==> src/rtl/oled_text_writer_if.sv <==
// Bus bundle for oled_text_writer: ASCII byte stream in, font ROM read port, framebuffer write port.
// slave = renderer side, master = the environment that feeds it.
interface oled_text_writer_if;
    logic       char_valid;
    logic       char_ready;
    logic [7:0] char_data;
    logic [9:0] font_addr;
    logic [7:0] font_data;
    logic       write_en;
    logic [9:0] write_addr;
    logic [7:0] write_data;

    modport slave (
        input  char_valid, char_data, font_data,
        output char_ready, font_addr, write_en, write_addr, write_data
    );

    modport master (
        output char_valid, char_data, font_data,
        input  char_ready, font_addr, write_en, write_addr, write_data
    );
endinterface

==> src/rtl/oled_text_writer.sv <==
// Renders an ASCII stream into a 16x8 text grid of a 128x64 SSD1306 framebuffer via an external font ROM.
// Optional feature macro: OLED_TEXT_INVERT_EN adds the invert input (glyph data XOR'ed per character).
module oled_text_writer #(
    parameter int unsigned FONT_LAT = 1,
    parameter logic [7:0]  CLR_BYTE = 8'h00
) (
    input  logic                     clk,
    input  logic                     rst,
    oled_text_writer_if.slave        bus,
    output logic                     busy,
    output logic [3:0]               cur_col,
    output logic [2:0]               cur_row
`ifdef OLED_TEXT_INVERT_EN
    ,
    input  logic                     invert
`endif
);
    localparam int unsigned STEP_W     = 4;
    localparam int unsigned GLYPH_COLS = 8;
    localparam int unsigned LAST_STEP  = GLYPH_COLS + FONT_LAT;
    localparam logic [9:0]  LAST_ADDR  = 10'd1023;

    typedef enum logic [1:0] {IDLE, GLYPH, NEWLINE, CLEAR} state_e;

    state_e              state_q, state_d;
    logic                ready_q, ready_d;
    logic [9:0]          font_addr_q, font_addr_d;
    logic                write_en_q, write_en_d;
    logic [9:0]          write_addr_q, write_addr_d;
    logic [7:0]          wdata_q, wdata_d;
    logic                wr_font_q, wr_font_d;
    logic [6:0]          idx_q, idx_d;
    logic [STEP_W-1:0]   step_q, step_d;
    logic [3:0]          col_q, col_d;
    logic [2:0]          row_q, row_d;
    logic [7:0]          glyph_data_c;
    logic [7:0]          wdata_c;
    logic                transfer_c;

    // Printable codes map to glyph index code-0x20; everything else shows as '?'
    function automatic logic [6:0] glyph_idx(input logic [7:0] code);
        if (code >= 8'h20 && code <= 8'h7E) return 7'(code - 8'h20);
        else                                return 7'h1F;
    endfunction

`ifdef OLED_TEXT_INVERT_EN
    logic inv_q, inv_d;
    assign glyph_data_c = bus.font_data ^ {8{inv_q}};
`else
    assign glyph_data_c = bus.font_data;
`endif

    // ROM data streams straight through while a glyph write is active, else the last byte is held
    assign wdata_c    = wr_font_q ? glyph_data_c : wdata_q;
    assign transfer_c = bus.char_valid & ready_q;

    always_ff @(posedge clk or posedge rst) begin
        if (rst) begin
            state_q      <= IDLE;
            ready_q      <= 1'b1;
            font_addr_q  <= '0;
            write_en_q   <= 1'b0;
            write_addr_q <= '0;
            wdata_q      <= '0;
            wr_font_q    <= 1'b0;
            idx_q        <= '0;
            step_q       <= '0;
            col_q        <= '0;
            row_q        <= '0;
`ifdef OLED_TEXT_INVERT_EN
            inv_q        <= 1'b0;
`endif
        end else begin
            state_q      <= state_d;
            ready_q      <= ready_d;
            font_addr_q  <= font_addr_d;
            write_en_q   <= write_en_d;
            write_addr_q <= write_addr_d;
            wdata_q      <= wdata_d;
            wr_font_q    <= wr_font_d;
            idx_q        <= idx_d;
            step_q       <= step_d;
            col_q        <= col_d;
            row_q        <= row_d;
`ifdef OLED_TEXT_INVERT_EN
            inv_q        <= inv_d;
`endif
        end
    end

    always_comb begin
        state_d      = state_q;
        font_addr_d  = font_addr_q;
        write_en_d   = 1'b0;
        write_addr_d = write_addr_q;
        wdata_d      = wdata_c;
        wr_font_d    = 1'b0;
        idx_d        = idx_q;
        step_d       = step_q;
        col_d        = col_q;
        row_d        = row_q;
`ifdef OLED_TEXT_INVERT_EN
        inv_d        = inv_q;
`endif
        case (state_q)
            IDLE: begin
                if (transfer_c) begin
                    case (bus.char_data)
                        8'h0A: state_d = NEWLINE;
                        8'h0C: begin
                            state_d      = CLEAR;
                            write_en_d   = 1'b1;
                            write_addr_d = '0;
                            wdata_d      = CLR_BYTE;
                        end
                        default: begin
                            state_d     = GLYPH;
                            idx_d       = glyph_idx(bus.char_data);
                            font_addr_d = {idx_d, 3'd0};
                            step_d      = STEP_W'(1);
`ifdef OLED_TEXT_INVERT_EN
                            inv_d       = invert;
`endif
                        end
                    endcase
                end
            end
            GLYPH: begin
                // step counts cycles since transfer; writes lag the ROM address by FONT_LAT
                step_d = step_q + STEP_W'(1);
                if (step_q < STEP_W'(GLYPH_COLS))
                    font_addr_d = {idx_q, step_q[2:0]};
                if (step_q >= STEP_W'(FONT_LAT) && step_q < STEP_W'(LAST_STEP)) begin
                    write_en_d   = 1'b1;
                    wr_font_d    = 1'b1;
                    write_addr_d = {row_q, col_q, 3'(step_q - STEP_W'(FONT_LAT))};
                end
                if (step_q == STEP_W'(LAST_STEP)) begin
                    state_d        = IDLE;
                    {row_d, col_d} = {row_q, col_q} + 7'd1;
                end
            end
            NEWLINE: begin
                state_d = IDLE;
                col_d   = '0;
                row_d   = row_q + 3'd1;
            end
            CLEAR: begin
                if (write_addr_q == LAST_ADDR) begin
                    state_d = IDLE;
                    col_d   = '0;
                    row_d   = '0;
                end else begin
                    write_en_d   = 1'b1;
                    write_addr_d = write_addr_q + 10'd1;
                end
            end
            default: state_d = IDLE;
        endcase
        ready_d = (state_d == IDLE);
    end

    assign bus.char_ready = ready_q;
    assign bus.font_addr  = font_addr_q;
    assign bus.write_en   = write_en_q;
    assign bus.write_addr = write_addr_q;
    assign bus.write_data = wdata_c;
    assign busy           = ~ready_q;
    assign cur_col        = col_q;
    assign cur_row        = row_q;
endmodule

==> src/flat_wrapper.sv <==
// flat-port wrapper written by rule: the top's interface ports become plain ports
module oled_text_writer_flat 
#(
    parameter int unsigned FONT_LAT = 1,
    parameter logic [7:0]  CLR_BYTE = 8'h00
)
  (clk, rst, busy, cur_col, cur_row, bus_char_valid, bus_char_data, bus_font_data, bus_char_ready, bus_font_addr, bus_write_en, bus_write_addr, bus_write_data);
  oled_text_writer_if bus_i ();
  input  logic clk;
  input  logic rst;
  output logic busy;
  output logic [3:0] cur_col;
  output logic [2:0] cur_row;
  input wire logic [$bits(bus_i.char_valid)-1:0] bus_char_valid;
  input wire logic [$bits(bus_i.char_data)-1:0] bus_char_data;
  input wire logic [$bits(bus_i.font_data)-1:0] bus_font_data;
  output wire logic [$bits(bus_i.char_ready)-1:0] bus_char_ready;
  output wire logic [$bits(bus_i.font_addr)-1:0] bus_font_addr;
  output wire logic [$bits(bus_i.write_en)-1:0] bus_write_en;
  output wire logic [$bits(bus_i.write_addr)-1:0] bus_write_addr;
  output wire logic [$bits(bus_i.write_data)-1:0] bus_write_data;
  assign bus_i.char_valid = bus_char_valid;
  assign bus_i.char_data = bus_char_data;
  assign bus_i.font_data = bus_font_data;
  assign bus_char_ready = bus_i.char_ready;
  assign bus_font_addr = bus_i.font_addr;
  assign bus_write_en = bus_i.write_en;
  assign bus_write_addr = bus_i.write_addr;
  assign bus_write_data = bus_i.write_data;
  oled_text_writer #(.FONT_LAT(FONT_LAT), .CLR_BYTE(CLR_BYTE)) u_core (.clk(clk), .rst(rst), .bus(bus_i), .busy(busy), .cur_col(cur_col), .cur_row(cur_row));
endmodule
==> config.mk <==
export PLATFORM = sky130hd
export DESIGN_NAME = oled_text_writer_flat
export DESIGN_NICKNAME = d
export VERILOG_FILES = /design/src/rtl/oled_text_writer_if.sv /design/src/rtl/oled_text_writer.sv /design/src/flat_wrapper.sv
export SDC_FILE = /design/constraint.sdc
export NUM_CORES = 1
export LEC_CHECK = 0
export BUFFER_PORTS_ARGS = -buffer_cell sky130_fd_sc_hd__buf_4
export CORE_MARGIN = 3
export CORE_UTILIZATION = 36
export CTS_BUF_LIST = sky130_fd_sc_hd__clkbuf_8
export DETAILED_ROUTE_END_ITERATION = 7
export PLACE_DENSITY = 0.54
export SYNTH_ARGS = -nofsm -noshare
export SYNTH_HDL_FRONTEND = slang
export SYNTH_SLANG_ARGS = --single-unit
export TNS_END_PERCENT = 10
==> constraint.sdc <==
create_clock -name clk -period 1.9 [get_ports clk]
set_input_delay 0.19 -clock clk [delete_from_list [all_inputs] [get_ports clk]]
set_output_delay 0.19 -clock clk [all_outputs]
set_load 0.01 [all_outputs]
Word level (Yosys, flattened, before mapping)
Cells that the tools add are included.

storage, ports and cells
  register bits after elaboration = 51
  input bits = 19
  output and inout bits = 38
  word-level logic and storage cells = 87

cells by class
  add/subtract/negate cells = 6
  $lt $le $gt $ge = 5
  equality and inequality tests = 15
  mux-type cells = 34
  bitwise operators = 3
  reductions and logical operators = 13

operators with widths
  cell                                                                number
  two-way mux 10 bit                                                  7
  two-way mux 8 bit                                                   4
  case mux 10 bit (3 select lines)                                    1
  case mux 10 bit (2 select lines)                                    1
  == test 8 x 4 -> 1 bit (second input constant)                      2
  two-way mux 4 bit                                                   4
  case mux 4 bit (3 select lines)                                     1
  adder 10 x 1 -> 10 bit (second input constant)                      1
  == test 10 bit (second input constant)                              1
  inequality test 2 x 1 -> 1 bit (second input constant)              5
  case mux 3 bit (3 select lines)                                     1
  AND reduction 3 bit                                                 3
  greater-or-equal comparator 8 x 6 -> 1 bit (second input constant)  1
  <= comparator 8 x 7 -> 1 bit (second input constant)                1
  less-than comparator 4 bit (second input constant)                  2
  case mux 2 bit (4 select lines)                                     1
  case mux 4 bit (2 select lines)                                     1
  adder 7 x 1 -> 7 bit (second input constant)                        1
  two-way mux 7 bit                                                   1
  subtractor 7 x 6 -> 7 bit (second input constant)                   1
  two-way mux 2 bit                                                   3
  two-way mux 3 bit                                                   2
  inequality test 2 bit (second input constant)                       3
  nonzero test 3 bit                                                  2
  other kinds (18)                                                    26

Logic depth before layout (Yosys ltp)
Gate-level depths: netlist of the first run.

  word-level depth = 6
  gate-level depth with buffers = 7
  depth with buffers taken out = 6

Least setup slack after synthesis of the first run
Ideal clock, no wire load.

  path kind = register to register
  from = register u_core.step_q[0]
  to = register u_core.write_addr_q[0], in the netlist u_core.bus.write_addr[0]
  setup time = 0.125 ns
  data arrival time = 1.855 ns
  data required time = 1.775 ns
  setup slack = -0.080 ns
  stages on the path, launching flop included = 8
  path buffers = 1
  period minus slack after synthesis = 1.980 ns
  path through = dfrtp_1 > inv_1 > ha_1 > nor4b_4 > a211oi_2 > or3_1 > buf_4 > mux2_4

between the ends
  longest elaborated chain between the ends = 4
  elaborated cells between the ends (all ways) = 8
  classes of those cells = 1 x add/sub; 2 x order compare; 1 x eq/ne; 2 x mux; 2 x reduce/logical

RTL lines
  element                                                                                          line                     source
  start, declared                                                                                  oled_text_writer.sv:33   logic [STEP_W-1:0] step_q, step_d;
  start signal, assigned                                                                           oled_text_writer.sv:82   step_q <= step_d;
  greater-or-equal comparator 4 x 1 -> 1 bit / less-than comparator 4 bit (equally long branches)  oled_text_writer.sv:133  if (step_q >= STEP_W'(FONT_LAT) && step_q < STEP_W'(LAST_STEP)) begin
  logical AND 1 bit                                                                                oled_text_writer.sv:133
  inequality test 2 x 1 -> 1 bit (no source line)                                                  n/a
  AND reduction 5 bit (no source line)                                                             n/a
  end signal, assigned                                                                             oled_text_writer.sv:78   write_addr_q <= write_addr_d;
  end, declared                                                                                    oled_text_writer.sv:29   logic [9:0] write_addr_q, write_addr_d;

Parallel ways exist; a longest one is shown, timed or not. The select of a mux whose other input is x is not followed.
A chain may end at the register's enable or synchronous reset.

Final worst setup path of the first run
  from = register u_core.step_q[0]
  to = register u_core.write_addr_q[9], in the netlist u_core.bus.write_addr[9]

between the ends
  longest elaborated chain between the ends = 4
  elaborated cells between the ends (all ways) = 5
  classes of those cells = 2 x order compare; 1 x eq/ne; 2 x reduce/logical

RTL lines
  element                                                                                          line
  greater-or-equal comparator 4 x 1 -> 1 bit / less-than comparator 4 bit (equally long branches)  oled_text_writer.sv:133
  logical AND 1 bit *                                                                              oled_text_writer.sv:133
  inequality test 2 x 1 -> 1 bit (no source line) *                                                n/a
  AND reduction 5 bit (no source line) *                                                           n/a

Every way passes the cells marked *; elsewhere a longest branch is shown, timed or not.

==> out/qor.csv, run 1 <==
stage,metric,value,unit
power,P_leak,1.716,nW
timing,Worst-Margin Slew,0.4765,ns
synthesis,main area contributors after synthesis,"dfrtp_1 44%, mux2_2 5.1%, ha_1 3.0%",
clock_network,worst skew pair latency,0.31,ns
timing,post-route setup TNS,0,ns
clock_network,H-tree Lvls,2,
global_routing,GRT overflow,0,
routing,DR vias/cell,5.432,
synthesis,Synth Flop Type,dfrtp_1,
global_routing,antenna violations before repair,0,
timing,fin. max-slew vios,0,
power,sequential power share,32.9,%
place,port bufs,56,
clock_network,TritonCTS Buffers,5,
timing,Final period util,96.76,%
synthesis,largest family of logic cells by synthesized area,compound AO/OA/AOI/OAI gates,
clock_network,CTS max path bufs,2,
die,Die H,95.35,um
die,DIE WIDTH,95.35,um
job,max_cap viols,0,
routing,final wirelength,7.488,mm
final_layout,ratio of cells with drive above 1 in the final layout,36.73,%
synthesis,Unique masters post-synth,59,
synthesis,post-synthesis mux area share,6.313,%
final_layout,# nets final,398,
final_layout,n_diodes,0,
critical_path,kind of critical path,register to register,
die,# IOs,57,
critical_path,reg2reg setup slack,0.06,ns
clock_network,CTS Root Cell,clkbuf_8,
routing,DR DRC count,0,
critical_path,crit-path max FO,6,
synthesis,Ys Warns,0,
synthesis,Synth Area in Compound Gates,20.29,%
global_routing,largest net degree at the start of global routing,52,
hold_path,hold crit path type,input pin to register,
synthesis,number of synthesized flops with an enable pin,0,
critical_path,CP required,2.11,ns
power,Clock Power Share,11.2,%
power,pwr/cell area,1547,nW/um^2
global_routing,first-pass GRT wire length,12.29,mm
die,row cnt,31,
global_routing,met1 Use GR,24.28,%
power,Int Power,3.596,mW
synthesis,Synth area leader,dfrtp_1,
power,Logic pwr share,55.9,%
global_routing,global-route met3 utilization,3.315,%
power,sw frac,39.05,%
final_layout,Finished Core Util,50.96,%
synthesis,register area share after synthesis,44.45,%
critical_path,CP max stage cell,dfrtp_1,
place,hpwl dp,5.543,mm
routing,First DRT Iteration DRCs,128,
synthesis,#FFs+latches synth,51,
final_layout,FILL cells,718,
synthesis,ys async rst share,100.0,%
timing,Final setup viols,0,
timing,max_slew headroom,68.08,%
critical_path,CP Capture Type,register,
global_routing,GRT busiest layer,met2,
clock_network,CTS tree,built,
synthesis,gate count after technology mapping,283,
global_routing,Tot GR Track Use,17.35,%
synthesis,Synth Area in Simple Gates,18.98,%
place,RePlAce Congestion,0.8327,
timing,post-route minimum period,1.839,ns
timing,endpoints failing hold,0,
timing,RSZ-0062 raised after global routing,true,
critical_path,Worst EP arrival,2.05,ns
global_routing,via count of the first global-routing pass,2428,
routing,Avg WL per Cell,15.86,um
timing,Max Fclk,543.9,MHz
outcome,run status,"finished, final reports clean",
synthesis,Mean Syn Cell Area,10.16,sq um
routing,first-pass iteration count of the detailed router,4,
synthesis,Post-Synth Adder-Cell Area,3.047,%
critical_path,Critical Path Start Type,register,
synthesis,Synth Area in XOR/XNOR,2.133,%
timing,clock skew,0.009540,ns
critical_path,CP cell instances,inv_1 -> ha_2 -> nor4b_4 -> a211oi_4 -> or3_4 -> buf_6 -> o211a_1,
power,VDD IR-drop max,0.0007182,V
synthesis,Syn Nets,309,
synthesis,Post-Syn Area,2874,sq um
die,Initial Util,38.39,%
die,area of the core,7486,sq um
power,Net Sw Power,2.304,mW
final_layout,area of the multi-input gates,1494,sq um
global_routing,GR Util met2,27.76,%
clock_network,Worst-path clk slew,0.10,ns
critical_path,max incr delay on CP,0.42,ns
final_layout,sequential cell area,1277,sq um
clock_network,CTS sink count,51,
synthesis,Yosys top cell area share,43.54,%
routing,"antenna viol nets, final",0,
final_layout,Synth-to-Final Area Change,32.74,%
routing,via count,2564,
die,total die area,9092,sq um
## worst paths after layout
kind	from	end	cells past startpoint
hold / removal	bus_char_data[6]	u_core.idx_q[1]	3
setup / recovery	u_core.step_q[0]	u_core.bus.write_addr[9]	7
min in group asynchronous	rst	u_core.wdata_q[1]	4
max in group asynchronous	rst	u_core.bus.char_ready	4
hold reg to reg	u_core.bus.font_addr[7]	u_core.bus.font_addr[7]	1
setup reg to reg	u_core.step_q[0]	u_core.bus.write_addr[9]	7
## power groups by stage
stage | combinational (mW) | clock [mW] | sequential (mW)
finish | 3.30 | 0.662 | 1.94
global placement | 3.21 | 0 | 1.96
floorplan | 1.81 | 0 | 2.03
CTS | 3.28 | 0.690 | 1.94
global route | 3.64 | 0.735 | 2.00
detailed placement | 3.22 | 0 | 1.97
## final cells by class
cell class / instances / share of cell area [%]
multi-input combinational: 201 / 39.16
sequential: 51 / 33.49
timing repair buffer: 99 / 20.30
tap: 99 / 3.247
clock buffer: 5 / 1.804
inverter: 14 / 1.378
clock inverter: 3 / 0.6232
## per-stage QoR
| stage | hold WS (ns) | std cells | instance area (sq um) | total power [mW] | worst slack [ns] |
|---|---|---|---|---|---|
| after detailed placement | 0.2752 | 461 | 3669 | 5.188 | -0.01935 |
| final | 0.2068 | 472 | 3815 | 5.900 | 0.06148 |
| after global placement | 0.2655 | 461 | 3669 | 5.170 | 0.03661 |
| after floorplan | 0.3720 | 283 | 2888 | 3.833 | -0.03897 |
| after CTS | 0.1971 | 471 | 3784 | 5.909 | 0.004495 |
| after global routing | 0.2166 | 472 | 3815 | 6.381 | -0.02314 |
## state kept, by name, indices dropped and copies added, names as in the netlist
signal / flops
u_core.bus.write_addr: 10
u_core.bus.font_addr: 10
u_core.state_q: 2
u_core.cur_col: 4
u_core.idx_q: 7
u_core.bus.char_ready: 1
u_core.cur_row: 3
u_core.step_q: 4
u_core.wr_font_q: 1
u_core.bus.write_en: 1
u_core.wdata_q: 8
## placed cells by master (no fill, tap or decap), drive strengths merged, types with 4 or more instances in the layout
cell type  instances
a21oi              8
a22o               6
a31oi              6
buf               98
clkbuf             5
dfrtp             50
ha                 7
inv               15
mux2              14
nand2             12
nand3              8
nand4              5
nor2              22
nor2b             12
nor3              11
o2111ai            4
o21ai             10
o22ai              6
o2bb2ai            5
o31ai              4
xor2               4
## cells in the mapped netlist, drive strengths merged, types with 6 or more instances
master,number
nor2b,12
inv,14
nor3,11
nor2,22
a31oi,6
a21oi,8
mux2,14
nand3,8
buf,6
a22o,6
o22ai,6
ha,7
dfrtp,50
o21ai,10
clkbuf,11
nand2,12
## routing by layer
| layer | wire length [um] | part of all wire, % | up-vias |
|---|---|---|---|
| li1 | - | - | 1239 |
| met2 | 3487 | 47 | 52 |
| met5 | 0 | 0 | - |
| met3 | 345 | 4.6 | 5 |
| met4 | 67 | 0.89 | 0 |
| met1 | 3588 | 48 | 1268 |
## kinds of logic (layout without fill, tap and decap cells)
| logic type | after synthesis | after routing |
|---|---|---|
| muxes | 16 | 16 |
| AOI/OAI and AO/OA | 77 | 77 |
| buffers and inverters | 31 | 121 |
| adders and majority gates | 7 | 7 |
| DFF | 51 | 51 |
| and+or+nand+nor | 94 | 94 |
| xor gates and xnor gates | 7 | 7 |
## repair_timing
item                                    in CTS  in global routing
pin swaps                                    1                  1
endpoints found under the hold margin       50                  0
hold buffers                                 1                  0
resized for setup                            1                  6
endpoints found under the setup margin       1                  8
setup buffers                                1                  1
## critical path: cells and delay by family, from the launching register on
kind	cells	cell delay, ns
adders and majority gates	1	0.19
AOI/OAI and AO/OA	2	0.26
and+or+nand+nor	2	0.64
DFF	1	0.42
buffers and inverters	2	0.22
(Power assumes the default switching activity.)
==> inputs of run 2 (changes only) <==
--- a/config.mk
+++ b/config.mk
@@ -10,7 +10,7 @@
 export CORE_UTILIZATION = 36
 export CTS_BUF_LIST = sky130_fd_sc_hd__clkbuf_8
 export DETAILED_ROUTE_END_ITERATION = 7
-export PLACE_DENSITY = 0.54
+export PLACE_DENSITY = 0.52
 export SYNTH_ARGS = -nofsm -noshare
 export SYNTH_HDL_FRONTEND = slang
 export SYNTH_SLANG_ARGS = --single-unit
==> constraint.sdc (replaced) <==
create_clock -name clk -period 1.7 [get_ports clk]
set_input_delay 0.17 -clock clk [delete_from_list [all_inputs] [get_ports clk]]
set_output_delay 0.17 -clock clk [all_outputs]
set_load 0.01 [all_outputs]
==> run 2 against run 1 <==
Net effect:
- the flow now finishes with violations (setup timing)
- combinational power up 26%
- setup slack worse by 0.20 ns
- total power up 20%
- via count up 2.3%
- hold slack worse by 0.033 ns
- cell count up 4.7%
==> out/qor.csv, run 2 (synthesis results as in run 1) <==
stage,metric,value,unit
outcome,run status,"finished, violations left",
outcome,violated checks,setup timing,
timing,Worst-Margin Slew,0.4454,ns
routing,M1 wire length,3.852,mm
power,Pwr Total,7.073,mW
die,# IOs,57,
final_layout,sequential cell area,1277,sq um
timing,fin. max-slew vios,0,
clock_network,CTS sink count,51,
clock_network,TritonCTS Buffers,5,
job,max_cap viols,0,
global_routing,via count of the first global-routing pass,2500,
global_routing,first-pass GRT wire length,12.60,mm
clock_network,CTS tree,built,
die,DIE WIDTH,95.35,um
die,Die H,95.35,um
routing,DR vias/cell,5.312,
die,total die area,9092,sq um
power,sw frac,38.93,%
power,P_leak,1.832,nW
critical_path,Critical Path Start Type,register,
critical_path,crit-path max FO,7,
final_layout,# nets final,420,
die,row cnt,31,
global_routing,Tot GR Track Use,17.86,%
clock_network,worst skew pair latency,0.32,ns
final_layout,area of the multi-input gates,1614,sq um
clock_network,CTS max path bufs,2,
global_routing,largest net degree at the start of global routing,52,
place,RePlAce Congestion,0.8313,
timing,setup ws final,-0.1359,ns
power,Net Sw Power,2.753,mW
critical_path,Worst EP arrival,2.04,ns
place,hpwl dp,5.689,mm
power,Clock Power Share,10.5,%
timing,Final setup viols,12,
timing,post-route minimum period,1.836,ns
place,Placed Instance Area,3806,sq um
routing,First DRT Iteration DRCs,119,
timing,Final period util,108.0,%
critical_path,CP required,1.91,ns
critical_path,kind of critical path,register to register,
critical_path,CP Capture Type,register,
global_routing,GRT overflow,0,
power,Logic pwr share,58.7,%
routing,first-pass iteration count of the detailed router,4,
power,Int Power,4.320,mW
routing,final wirelength,7.871,mm
routing,top sig layer,met4,
routing,via count,2624,
final_layout,FILL cells,672,
timing,hold slack,0.1735,ns
clock_network,Worst-path clk slew,0.10,ns
hold_path,hold crit path type,input pin to register,
global_routing,antenna violations before repair,0,
power,VDD IR-drop max,0.0007761,V
die,area of the core,7486,sq um
clock_network,H-tree Lvls,2,
final_layout,Synth-to-Final Area Change,42.49,%
routing,"antenna viol nets, final",0,
final_layout,"most common cell after layout, fill and taps aside",buf_4,
power,sequential power share,30.8,%
timing,clock skew,0.01002,ns
timing,endpoints failing hold,0,
clock_network,CTS Root Cell,clkbuf_8,
routing,metal3 WL,427,um
place,port bufs,56,
final_layout,most frequent cells in the layout,"116 x buf_4, 50 x dfrtp_1, 21 x nor2_1",
routing,Avg WL per Cell,15.93,um
timing,RSZ-0062 raised after global routing,true,
timing,Max Fclk,544.7,MHz
final_layout,n_diodes,0,
die,Initial Util,38.39,%
final_layout,"Design Area, Final",4095,sq um
timing,max_slew headroom,70.17,%
power,pwr/cell area,1727,nW/um^2
routing,met2 wire len,3.524,mm
routing,DR DRC count,0,
final_layout,ratio of cells with drive above 1 in the final layout,44.05,%
## run 2: changes by cell type in the layout (fill, tap and decap cells not counted), sizes merged
cell | previous run | this run
buf | 98 | 120
## run 2: final timing paths
path                                          from                       end  slack (ns)  cells after the start
max in group asynchronous                      rst     u_core.bus.char_ready        0.95                      4
max reg2reg                       u_core.step_q[1]  u_core.bus.write_addr[7]       -0.14                      7
min reg2reg                u_core.bus.font_addr[7]   u_core.bus.font_addr[7]        0.50                      1
max                               u_core.step_q[1]  u_core.bus.write_addr[7]       -0.14                      7
min in group asynchronous                      rst   u_core.bus.font_addr[9]        0.44                      4
min                               bus_char_data[3]           u_core.idx_q[3]        0.17                      3
## run 2: worst max-delay path: stages (launching register included)
cell	delay [ns]
dfrtp_1	0.37
inv_2	0.06
ha_2	0.20
nor4b_4	0.28
a211oi_4	0.06
or3_4	0.35
buf_6	0.15
a32o_1	0.24
## run 2: layout make-up
class,instances,share of cell area (%)
Multi-Input combinational cell,201,39.41
Sequential cell,51,31.19
Timing Repair Buffer,121,22.82
Tap cell,99,3.025
Clock buffer,5,1.680
Inverter,14,1.283
Clock inverter,3,0.5805
## run 2: power by group through the flow
stage | sequential [mW] | clock, mW | combinational, mW
final | 2.18 | 0.744 | 4.15
after global routing | 2.24 | 0.819 | 4.56
after CTS | 2.17 | 0.770 | 4.06
after detailed placement | 2.17 | 0 | 3.90
after global placement | 2.15 | 0 | 3.88
after floorplan | 2.27 | 0 | 2.02
## run 2: per-layer routing
metal  vias to the layer above  GRT usage, %
met3                         7         2.762
met1                      1265         26.57
met5                         -             0
met4                         0         4.567
li1                       1279             -
met2                        73         26.94
## run 2: timing repair
item	in CTS	in global routing
hold endpoints to repair	50	0
endpoints found under the setup margin	23	21
setup buffers	2	2
gates resized for setup	19	12
hold buffers	1	0
pin swaps	5	1
## run 2: through the flow
stage / TNS [ns] / std cells / setup slack (ns) / util (%)
after CTS: -0.7962 / 492 / -0.1543 / 53.65
after floorplan: -1.705 / 283 / -0.2390 / -
after global placement: -1.988 / 481 / -0.1745 / 50.84
after global routing: -1.782 / 494 / -0.2200 / 54.71
after detailed placement: -2.167 / 481 / -0.2144 / 50.84
final: -0.6322 / 494 / -0.1359 / 54.71
==> inputs of run 3 (changes only) <==
--- a/config.mk
+++ b/config.mk
@@ -5,12 +5,13 @@
 export SDC_FILE = /design/constraint.sdc
 export NUM_CORES = 1
 export LEC_CHECK = 0
-export BUFFER_PORTS_ARGS = -buffer_cell sky130_fd_sc_hd__buf_4
+export CORE_ASPECT_RATIO = 1.2
 export CORE_MARGIN = 3
 export CORE_UTILIZATION = 36
 export CTS_BUF_LIST = sky130_fd_sc_hd__clkbuf_8
 export DETAILED_ROUTE_END_ITERATION = 7
-export PLACE_DENSITY = 0.52
+export DONT_BUFFER_PORTS = 1
+export PLACE_DENSITY = 0.46
 export SYNTH_ARGS = -nofsm -noshare
 export SYNTH_HDL_FRONTEND = slang
 export SYNTH_SLANG_ARGS = --single-unit
==> run 3 against run 2 <==
Net effect:
- the flow still finishes with violations (setup timing)
- critical endpoint unchanged
- non-clock buffer count decreased by 59
- global-route usage is 0.91 points lower
- fmax grew 0.33%
- combinational power is 18% lower
- sequential share of layout area rose by 4.1 points
- highest routed layer unchanged
- total power fell by 9.8%
- largest power group unchanged
- via count decreased by 8.1%
- hold slack got worse by 0.13 ns
- sequential power increased by 3%
==> out/qor.csv, run 3 (synthesis results as in run 1) <==
stage,metric,value,unit
outcome,run status,"finished, violations left",
outcome,violated checks,setup timing,
global_routing,GRT overflow,0,
timing,hold slack,0.04332,ns
critical_path,crit-path max FO,7,
critical_path,Critical Path Start Type,register,
clock_network,CTS Root Cell,clkbuf_8,
critical_path,Worst EP arrival,2.03,ns
die,DIE WIDTH,87.57,um
global_routing,largest net degree at the start of global routing,33,
timing,endpoints failing hold,0,
die,row cnt,35,
final_layout,FILL cells,749,
job,max_cap viols,0,
timing,Final setup viols,11,
routing,met2 wire len,3.645,mm
routing,"antenna viol nets, final",0,
clock_network,H-tree Lvls,2,
routing,final wirelength,7.573,mm
final_layout,n_diodes,0,
critical_path,reg2reg start,u_core.step_q[0],
critical_path,CP required,1.90,ns
final_layout,Synth-to-Final Area Change,26.03,%
clock_network,CTS sink count,51,
die,# IOs,57,
routing,Avg WL per Cell,17.69,um
hold_path,hold crit path type,input pin to register,
clock_network,worst skew pair latency,0.31,ns
final_layout,most frequent cells in the layout,"56 x buf_4, 48 x dfrtp_1, 21 x nor2_1",
final_layout,# nets final,361,
clock_network,TritonCTS Buffers,5,
routing,M1 wire length,3.471,mm
final_layout,"most common cell after layout, fill and taps aside",buf_4,
hold_path,Hold Startpoint,bus_char_data[3],
clock_network,CTS tree,built,
clock_network,Worst-path clk slew,0.10,ns
power,P_leak,1.559,nW
timing,RSZ-0062 raised after global routing,true,
routing,DR DRC count,0,
global_routing,first-pass GRT wire length,12.54,mm
timing,Max Fclk,546.5,MHz
routing,DR vias/cell,5.636,
place,port bufs,0,
global_routing,via count of the first global-routing pass,2422,
place,Post-Place Setup Slack,-0.2171,ns
timing,clock skew,0.008154,ns
global_routing,antenna violations before repair,0,
routing,metal3 WL,397,um
routing,top sig layer,met4,
final_layout,ratio of cells with drive above 1 in the final layout,33.63,%
die,total die area,9096,sq um
global_routing,Tot GR Track Use,16.95,%
routing,First DRT Iteration DRCs,88,
timing,Worst-Margin Slew,0.4636,ns
timing,post-route minimum period,1.830,ns
routing,first-pass iteration count of the detailed router,4,
die,Die H,103.9,um
clock_network,CTS max path bufs,2,
timing,Final period util,107.6,%
power,VDD IR-drop max,0.0007333,V
hold_path,hold depth,2,
timing,setup ws final,-0.1298,ns
critical_path,worst reg2reg path depth,7,
timing,max_slew headroom,69.05,%
final_layout,area of the multi-input gates,1584,sq um
place,hpwl dp,5.524,mm
routing,via count,2412,
timing,fin. max-slew vios,0,
critical_path,worst setup path start,u_core.step_q[0],
critical_path,CP Capture Type,register,
power,pwr/cell area,1762,nW/um^2
critical_path,kind of critical path,register to register,
final_layout,sequential cell area,1280,sq um
place,RePlAce Congestion,0.8139,
die,area of the core,7707,sq um
die,Initial Util,37.29,%
run 3: per-stage QoR:
step	total power, mW	cells	TNS [ns]	utilization (%)	area [sq um]
finish	6.382	428	-0.6607	47.00	3622
global route	6.862	428	-1.849	47.00	3622
CTS	6.345	428	-0.6469	46.06	3550
detailed placement	5.439	415	-1.962	43.52	3354
global placement	5.415	415	-1.309	43.52	3354
floorplan	4.284	283	-1.705	-	2888
run 3: critical path, stage by stage, from the launching register on:
cell and delay, ns:
dfrtp_1 0.41, inv_1 0.07, ha_2 0.19, nor4b_4 0.28, a211oi_4 0.05, or3_4 0.35, buf_6 0.15, a32o_1 0.23
run 3: where the power goes:
group          switching (mW)  total (mW)  internal (mW)  leakage, nW
clock                   0.422       0.751          0.329       0.0526
combinational            1.66        3.39           1.74        0.905
sequential              0.471        2.24           1.77        0.601
total                    2.55        6.38           3.83         1.56
run 3: repair_timing:
item | 4_1_cts | 5_1_grt
hold buffers | 1 | 0
resized for setup | 14 | 15
endpoints found under the hold margin | 19 | 0
endpoints found under the setup margin | 18 | 29
buffers inserted | 4 | 0
pin swaps | 3 | 1
run 3: worst paths after layout:
kind	endpoint	slack, ns
hold reg to reg	u_core.idx_q[6]	0.52
setup / recovery	u_core.bus.write_addr[7]	-0.13
setup reg to reg	u_core.bus.write_addr[7]	-0.13
hold / removal	u_core.idx_q[3]	0.04
min in group asynchronous	u_core.wdata_q[7]	0.33
max in group asynchronous	u_core.bus.char_ready	0.78
run 3: routing by layer:
layer / global-route usage [%] / vias up
met4: 3.289 / 0
met2: 27.42 / 58
met1: 23.21 / 1188
li1: - / 1161
met3: 3.724 / 5
met5: 0 / -
run 3: layout make-up:
type / instances / area share, %
inverter: 14 / 1.451
timing repair buffer: 62 / 13.68
tap: 92 / 3.178
multi-input combinational: 201 / 43.73
clock buffer: 6 / 2.280
clock inverter: 2 / 0.3454
sequential: 51 / 35.34
